<file path="config.mk">
export PLATFORM = sky130hd
export DESIGN_NAME = game_flow_controller
export DESIGN_NICKNAME = d
export VERILOG_FILES = /design/src/rtl/game_flow_controller.sv
export SDC_FILE = /design/constraint.sdc
export NUM_CORES = 1
export LEC_CHECK = 0
export CORE_MARGIN = 5
export CORE_UTILIZATION = 42
export CTS_CLUSTER_DIAMETER = 200
export DETAILED_ROUTE_END_ITERATION = 8
export PLACE_DENSITY = 0.88
export SLEW_MARGIN = 20
export SYNTH_ARGS = -nofsm -noshare
export SYNTH_HDL_FRONTEND = slang
export SYNTH_SLANG_ARGS = --single-unit
</file>
<file path="constraint.sdc">
create_clock -name clk -period 3.7 [get_ports clk]
set_input_delay 0.74 -clock clk [delete_from_list [all_inputs] [get_ports clk]]
set_output_delay 0.74 -clock clk [all_outputs]
set_load 0.02 [all_outputs]
</file>
<file path="src/rtl/game_flow_controller.sv">
// Game flow FSM: debounced start/pause/quit key actions drive START/PLAY/PAUSE/OVER.
// Optional macro GAME_FLOW_PAUSE_EN builds the PAUSE state and the pause/quit debouncers.
module game_flow_controller #(
  parameter int NUM_KEYS = 6,
  parameter int DEB_WIDTH = 4,
  parameter logic [DEB_WIDTH-1:0] DEB_THRESHOLD = 4'hF,
  parameter int MAX_LIVES = 3,
  parameter logic [7:0] START_CODE = 8'h2C,
  parameter logic [7:0] PAUSE_CODE = 8'h13,
  parameter logic [7:0] QUIT_CODE = 8'h15,
  localparam int LIVES_W = $clog2(MAX_LIVES + 1)
) (
  input  logic                  clk,
  input  logic                  reset,
  input  logic [8*NUM_KEYS-1:0] key_codes,
  input  logic                  hit,
  input  logic                  level_done,
  output logic [2:0]            state_out,
  output logic [LIVES_W-1:0]    lives_out,
  output logic [7:0]            level_out,
  output logic                  new_game,
  output logic                  game_active
);

  localparam logic [2:0] S_START = 3'd0;
  localparam logic [2:0] S_PLAY  = 3'd1;
  localparam logic [2:0] S_OVER  = 3'd3;
`ifdef GAME_FLOW_PAUSE_EN
  localparam logic [2:0] S_PAUSE = 3'd2;
  localparam int NUM_ACT = 3;
`else
  localparam int NUM_ACT = 1;
`endif

  localparam logic [DEB_WIDTH:0] TH = {1'b0, DEB_THRESHOLD};

  logic [NUM_ACT-1:0] press;

  // Action 0 = start, 1 = pause, 2 = quit; each gets its own debouncer.
  generate
    for (genvar gi = 0; gi < NUM_ACT; gi++) begin : g_act
      localparam logic [7:0] CODE = (gi == 0) ? START_CODE :
                                    (gi == 1) ? PAUSE_CODE : QUIT_CODE;
      logic                 raw;
      logic                 stable_reg;
      logic                 clean_reg;
      logic                 clean_d_reg;
      logic                 press_reg;
      logic [DEB_WIDTH-1:0] cnt_reg;

      always_comb begin
        raw = 1'b0;
        for (int k = 0; k < NUM_KEYS; k++) begin
          if (key_codes[8*k +: 8] == CODE) raw = 1'b1;
        end
      end

      // clean follows stable on the same edge the counter reaches the threshold.
      always_ff @(posedge clk or posedge reset) begin
        if (reset) begin
          stable_reg  <= 1'b0;
          clean_reg   <= 1'b0;
          clean_d_reg <= 1'b0;
          press_reg   <= 1'b0;
          cnt_reg     <= '0;
        end else begin
          if (raw != stable_reg) begin
            cnt_reg    <= '0;
            stable_reg <= raw;
          end else begin
            if ({1'b0, cnt_reg} < TH) cnt_reg <= cnt_reg + DEB_WIDTH'(1);
            if (({1'b0, cnt_reg} + (DEB_WIDTH+1)'(1)) >= TH) clean_reg <= stable_reg;
          end
          clean_d_reg <= clean_reg;
          press_reg   <= clean_reg & ~clean_d_reg;
        end
      end

      assign press[gi] = press_reg;
    end
  endgenerate

  logic start_press;
  assign start_press = press[0];
`ifdef GAME_FLOW_PAUSE_EN
  logic pause_press;
  logic quit_press;
  assign pause_press = press[1];
  assign quit_press  = press[2];
`endif

  logic [2:0]         state_reg;
  logic [LIVES_W-1:0] lives_reg;
  logic [7:0]         level_reg;
  logic               new_game_reg;

  always_ff @(posedge clk or posedge reset) begin
    if (reset) begin
      state_reg    <= S_START;
      lives_reg    <= LIVES_W'(MAX_LIVES);
      level_reg    <= 8'd0;
      new_game_reg <= 1'b0;
    end else begin
      new_game_reg <= 1'b0;
      case (state_reg)
        S_START: begin
          if (start_press) begin
            state_reg    <= S_PLAY;
            lives_reg    <= LIVES_W'(MAX_LIVES);
            level_reg    <= 8'd1;
            new_game_reg <= 1'b1;
          end
        end
        S_PLAY: begin
          // hit has priority over level_done, and losing the last life beats pausing.
          if (hit) begin
            if (lives_reg != '0) lives_reg <= lives_reg - LIVES_W'(1);
          end else if (level_done && level_reg != 8'hFF) begin
            level_reg <= level_reg + 8'd1;
          end
          if (hit && lives_reg <= LIVES_W'(1)) state_reg <= S_OVER;
`ifdef GAME_FLOW_PAUSE_EN
          else if (pause_press) state_reg <= S_PAUSE;
`endif
        end
`ifdef GAME_FLOW_PAUSE_EN
        S_PAUSE: begin
          if (quit_press) state_reg <= S_START;
          else if (pause_press) state_reg <= S_PLAY;
        end
`endif
        S_OVER: begin
          if (start_press) state_reg <= S_START;
        end
        default: state_reg <= S_START;
      endcase
    end
  end

  assign state_out   = state_reg;
  assign lives_out   = lives_reg;
  assign level_out   = level_reg;
  assign new_game    = new_game_reg;
  assign game_active = (state_reg == S_PLAY);

endmodule

</file>
* After elaboration in Yosys (flattened, before gate mapping)
Cells that the tools add are included.
** Storage, ports and cells
- Bits in registers :: 22
- Input bits :: 52
- Output and inout port bits :: 15
- Logic and storage cells :: 68
** Operators by class
- Add/sub/neg operators :: 4
- $lt $le $gt $ge :: 3
- Eq/ne operators :: 17
- Muxes and demuxes :: 22
- Bitwise gates (word level) :: 3
- Reduce and logical (&&, ||, !) cells :: 10
** Operator list (number)
- 8-bit by 6-bit equality test with 1-bit output, second input constant :: 6
- 8-bit two-way mux :: 3
- 8-bit one-hot mux with 2 select lines :: 1
- 3-bit two-way mux :: 3
- 3-bit one-hot mux with 3 select lines :: 1
- 8-bit by 1-bit adder with 8-bit output, second input constant :: 1
- 1-bit two-way mux :: 8
- 4-bit two-way mux :: 2
- 2-bit inequality test, second input constant :: 4
- 8-bit inequality test, second input constant :: 1
- 4-bit AND reduction :: 2
- 2-bit two-way mux :: 3
- 2-bit by 1-bit inequality test with 1-bit output, second input constant :: 3
- 2-bit nonzero test :: 3
- 4-bit by 1-bit adder with 5-bit output, second input constant :: 1
- 5-bit by 4-bit greater-or-equal comparator with 1-bit output, second input constant :: 1
- 4-bit by 1-bit adder with 4-bit output, second input constant :: 1
- 4-bit less-than comparator, second input constant :: 1
- 2-bit one-hot mux with 2 select lines :: 1
- 3-bit by 1-bit equality test with 1-bit output, second input constant :: 1
- 3-bit by 2-bit equality test with 1-bit output, second input constant :: 1
- 3-bit zero test :: 1
- 3-bit AND reduction :: 1
- 2-bit by 1-bit <= comparator with 1-bit output, second input constant :: 1
- other kinds (6) :: 8

* Longest topological paths before layout
- Word-level depth :: 10
- Depth in mapped cells :: 7
- Depth with buffers taken out :: 7

* Worst setup path before layout
No wires, ideal clock.
- Kind :: input port to flip-flop
- Start :: input port key_codes[13]
- End :: register g_act[0].cnt_reg[3]
- Library setup time :: 0.104 ns
- Data arrival time :: 1.816 ns
- Required time :: 3.596 ns
- Setup slack :: 1.781 ns
- Stages :: 5
- Cell sequence :: nor4b_1 nand4_1 nand2_2 or4_4 a221oi_1
** Between the ends
- Cells in the longest elaborated chain, start to end :: 8
- Elaborated cells between the ends (all ways) :: 9
- Classes of those cells :: 2 x eq/ne; 6 x mux; 1 x reduce/logical
** RTL lines
- start: declaration :: line 15 : input logic [8*NUM_KEYS-1:0] key_codes,
- 8-bit by 6-bit equality test with 1-bit output (*) :: line 54 : if (key_codes[8*k +: 8] == CODE) raw = 1'b1;
- 1-bit two-way mux (*) (5 in series) :: line 54
- 1-bit inequality test (*) :: line 67 : if (raw != stable_reg) begin
- 4-bit two-way mux or 2-bit nonzero test (tied branches)
- end signal: assignment :: line 71 : if ({1'b0, cnt_reg} < TH) cnt_reg <= cnt_reg + DEB_WIDTH'(1);
- end: declaration :: line 49 : logic [DEB_WIDTH-1:0] cnt_reg;
Every way passes the cells marked *; elsewhere a longest branch is shown, timed or not.
A chain may end at the register's enable or synchronous reset.

* Worst setup path in the final report
- Start :: register state_reg[1], in the netlist state_out[1]
- End :: output port game_active
** Between the ends
- Cells in the longest elaborated chain, start to end :: 1
** RTL lines
- start: declaration :: line 92 : logic [2:0] state_reg;
- start signal: assignment :: line 99 : state_reg <= S_START;
- start signal: assignment :: line 108 : state_reg <= S_PLAY;
- start signal: assignment :: line 121 : if (hit && lives_reg <= LIVES_W'(1)) state_reg <= S_OVER;
- 3-bit by 1-bit equality test with 1-bit output :: line 144 : assign game_active = (state_reg == S_PLAY);
- end: declaration :: line 22 : output logic game_active
Every way passes these cells.

==> results.toml <==
[finish]
final_nets = 257
area_growth_pct = 56.2
multi_input_area_sq_um = 686
seqCellArea_sq_um = 528
layout.cell_area.non_filler_sq_um = 1960
final_cells = 231
drive_gt1_frac = 0.0850
fillers = 221
largest_reg_flops = 8
fin_util = 0.698
diodes = 0

[clocking]
insertion_delay_ns = 0.30
cts_htree_levels = 1
postCtsSetupBuffers = 0
path_clk_slew_ns = 0.11
cts_buffer_depth = 2
postCtsHoldBufs = 0
cts_tree = "done"
cts-resized-gates = 0
cts_buffers = 3
root_buffer = "clkbuf_4"
clock_sinks = 21

[detailed_routing]
viasPerCell = 5.64
drc = 0
first_iter_violations = 104
postRouteAntennaNets = 0
vias = 1303
finalWirelength_mm = 3.44
firstDrtPassIters = 5
wl_per_cell_um = 14.9

[setup_path]
cpPeakStageDelay_ns = 0.68
path_class = "reg -> out"
cp_top_family = "buffers and inverters"
slowest_stage = "clkdlybuf4s50_1"
timing.rr.start = "g_act[0].cnt_reg[0]"
reg2reg_slack_ns = 1.84
end_kind = "output pin"
r2r_cells = 5
required_ns = 2.96
worstPathBufferInverterCount = 1
cp_cell_sequence = "nor2_1 > clkdlybuf4s50_1"
arrival_ns = 1.77
cp_max_fo = 8
critPathLaunchType = "flop"
r2r-end = "g_act[0].clean_reg"

[sta]
worst_pin_slew_ns = 0.761
rsz0062_at_grt = "false"
slew_violations = 0
whs_ns = 0.416
setup_violations = 0
clock_skew_ns = 0.0132
hold_viol = 0
fmax_mhz = 399
final.setup.tns_ns = 0
post-route-period-util = 0.677
slew_headroom = 0.492
worst_slack_ns = 1.19
fin_crit_ns = 2.51

[synth]
ys.warnings.count = 0
synthTopCellsByArea = "dfrtp_1 38%, nor2_1 5.4%, dfstp_2 4.2%"
synth_cell_types = 40
synthArstFlopShare = 1.00
netlist_area_sq_um = 1250
synth_edf_count = 0
synthFlopType = "dfrtp_1"
ys_seq_area_frac = 0.422
synth_most_common_cell = "dfrtp_1"
avgSynthCellArea_sq_um = 9.42
yosysTopAreaCell = "dfrtp_1"
synth-seq-cells = 21
synth_common_cells = "19 x dfrtp_1, 18 x nor2_1, 11 x nand2_1"
synth.top_cell.area_share = 0.380
postSynthCellCount = 133
synth_nets = 189

[power_and_ir_drop]
p_per_area_nw_per_um2 = 514
finalPower_mw = 1.01
cellLeakagePower_nw = 0.822
peakVddDrop_mv = 0.188

[min_path]
whs_endpoint = "g_act[0].press_reg"
hold_path_depth = 1
hp-class = "reg -> reg"
hold_start = "g_act[0].clean_d_reg"

[status]
status = "finished, final reports clean"

[run]
maxCapViolCount = 0

[die]
die_w_um = 64.6
core_area_sq_um = 2810
fp.dieH_um = 64.6
rows = 19
die_area_sq_um = 4170
ios = 67
start_util = 0.446

[global_route]
grt_overflow = 0
grt_util_all_layers = 0.171
antenna_found_initial = 0
grt_pass1_wl_mm = 5.84
grt_pass1_vias = 1414
grt_max_degree = 22

[placed_design]
port_buffers = 65
postPlaceCellArea_sq_um = 1930
post-dp-hpwl_mm = 2.87
gp_congestion = 0.835
placedCellCount = 227
pre_cts_slack_ns = 1.23
-- area by class of cell --
cell class | instances | area share
Clock buffer | 3 | 0.0115
Clock inverter | 1 | 0.00256
Inverter | 7 | 0.0134
Multi-Input combinational cell | 103 | 0.350
Sequential cell | 21 | 0.270
Tap cell | 31 | 0.0198
Timing Repair Buffer | 65 | 0.332
-- worst register-to-register path, stage by stage, from the launching register on --
cell     delay [ns]
dfrtp_1        0.48
ha_1           0.30
or4b_1         0.56
and3_1         0.18
o21ai_1        0.13
nand2_1        0.08
-- metal layers --
layer	wire length, um	track usage	part of all wire	vias to the layer above
met4	14	0.0554	0.0041	0
li1	-	-	-	619
met1	1210	0.171	0.35	600
met5	0	0	0	-
met2	1870	0.344	0.54	82
met3	341	0.0363	0.099	2
-- cells in the final DEF, fill, tap and decap left out, types with 2 or more instances in the layout --
cell and count:
nand2_2 2, nand3_1 9, nor2_1 18, a211oi_2 2
dfstp_2 2, nand4_1 6, o31ai_1 2, dfrtp_1 19
o21ai_0 4, clkbuf_4 3, nor2b_1 2, clkdlybuf4s50_1 65
xnor2_1 6, a221oi_1 2, nand2_1 11, ha_1 4
nor4b_1 5, a31oi_1 2, a21oi_1 8, inv_1 7
-- where the power goes --
| part | internal, mW | total [mW] | switching (mW) | leakage, nW |
|---|---|---|---|---|
| Clock | 0.0403 | 0.109 | 0.0684 | 0.0177 |
| Sequential | 0.306 | 0.408 | 0.102 | 0.265 |
| Combinational | 0.251 | 0.489 | 0.238 | 0.539 |
| Total | 0.597 | 1.01 | 0.408 | 0.822 |
-- cells by family after synthesis --
family                     share of synthesized area
AOI/OAI and AO/OA                              0.157
xor gates and xnor gates                      0.0420
adders and majority gates                     0.0400
buffers and inverters                         0.0310
DFF                                            0.422
muxes                                        0.00799
other                                        0.00299
and+or+nand+nor                                0.298
-- worst max-delay path by stage --
stage,to,start,cells after the start
6_report,game_active,state_out[1],2
5_1_grt,game_active,state_out[0],3
4_1_cts,game_active,state_out[1],2
3_5_place_dp,g_act[0].cnt_reg[1],key_codes[7],6
3_3_place_gp,g_act[0].cnt_reg[1],key_codes[7],6
2_1_floorplan,g_act[0].cnt_reg[3],key_codes[13],5
Note: power is estimated with default switching activity, not from simulation.
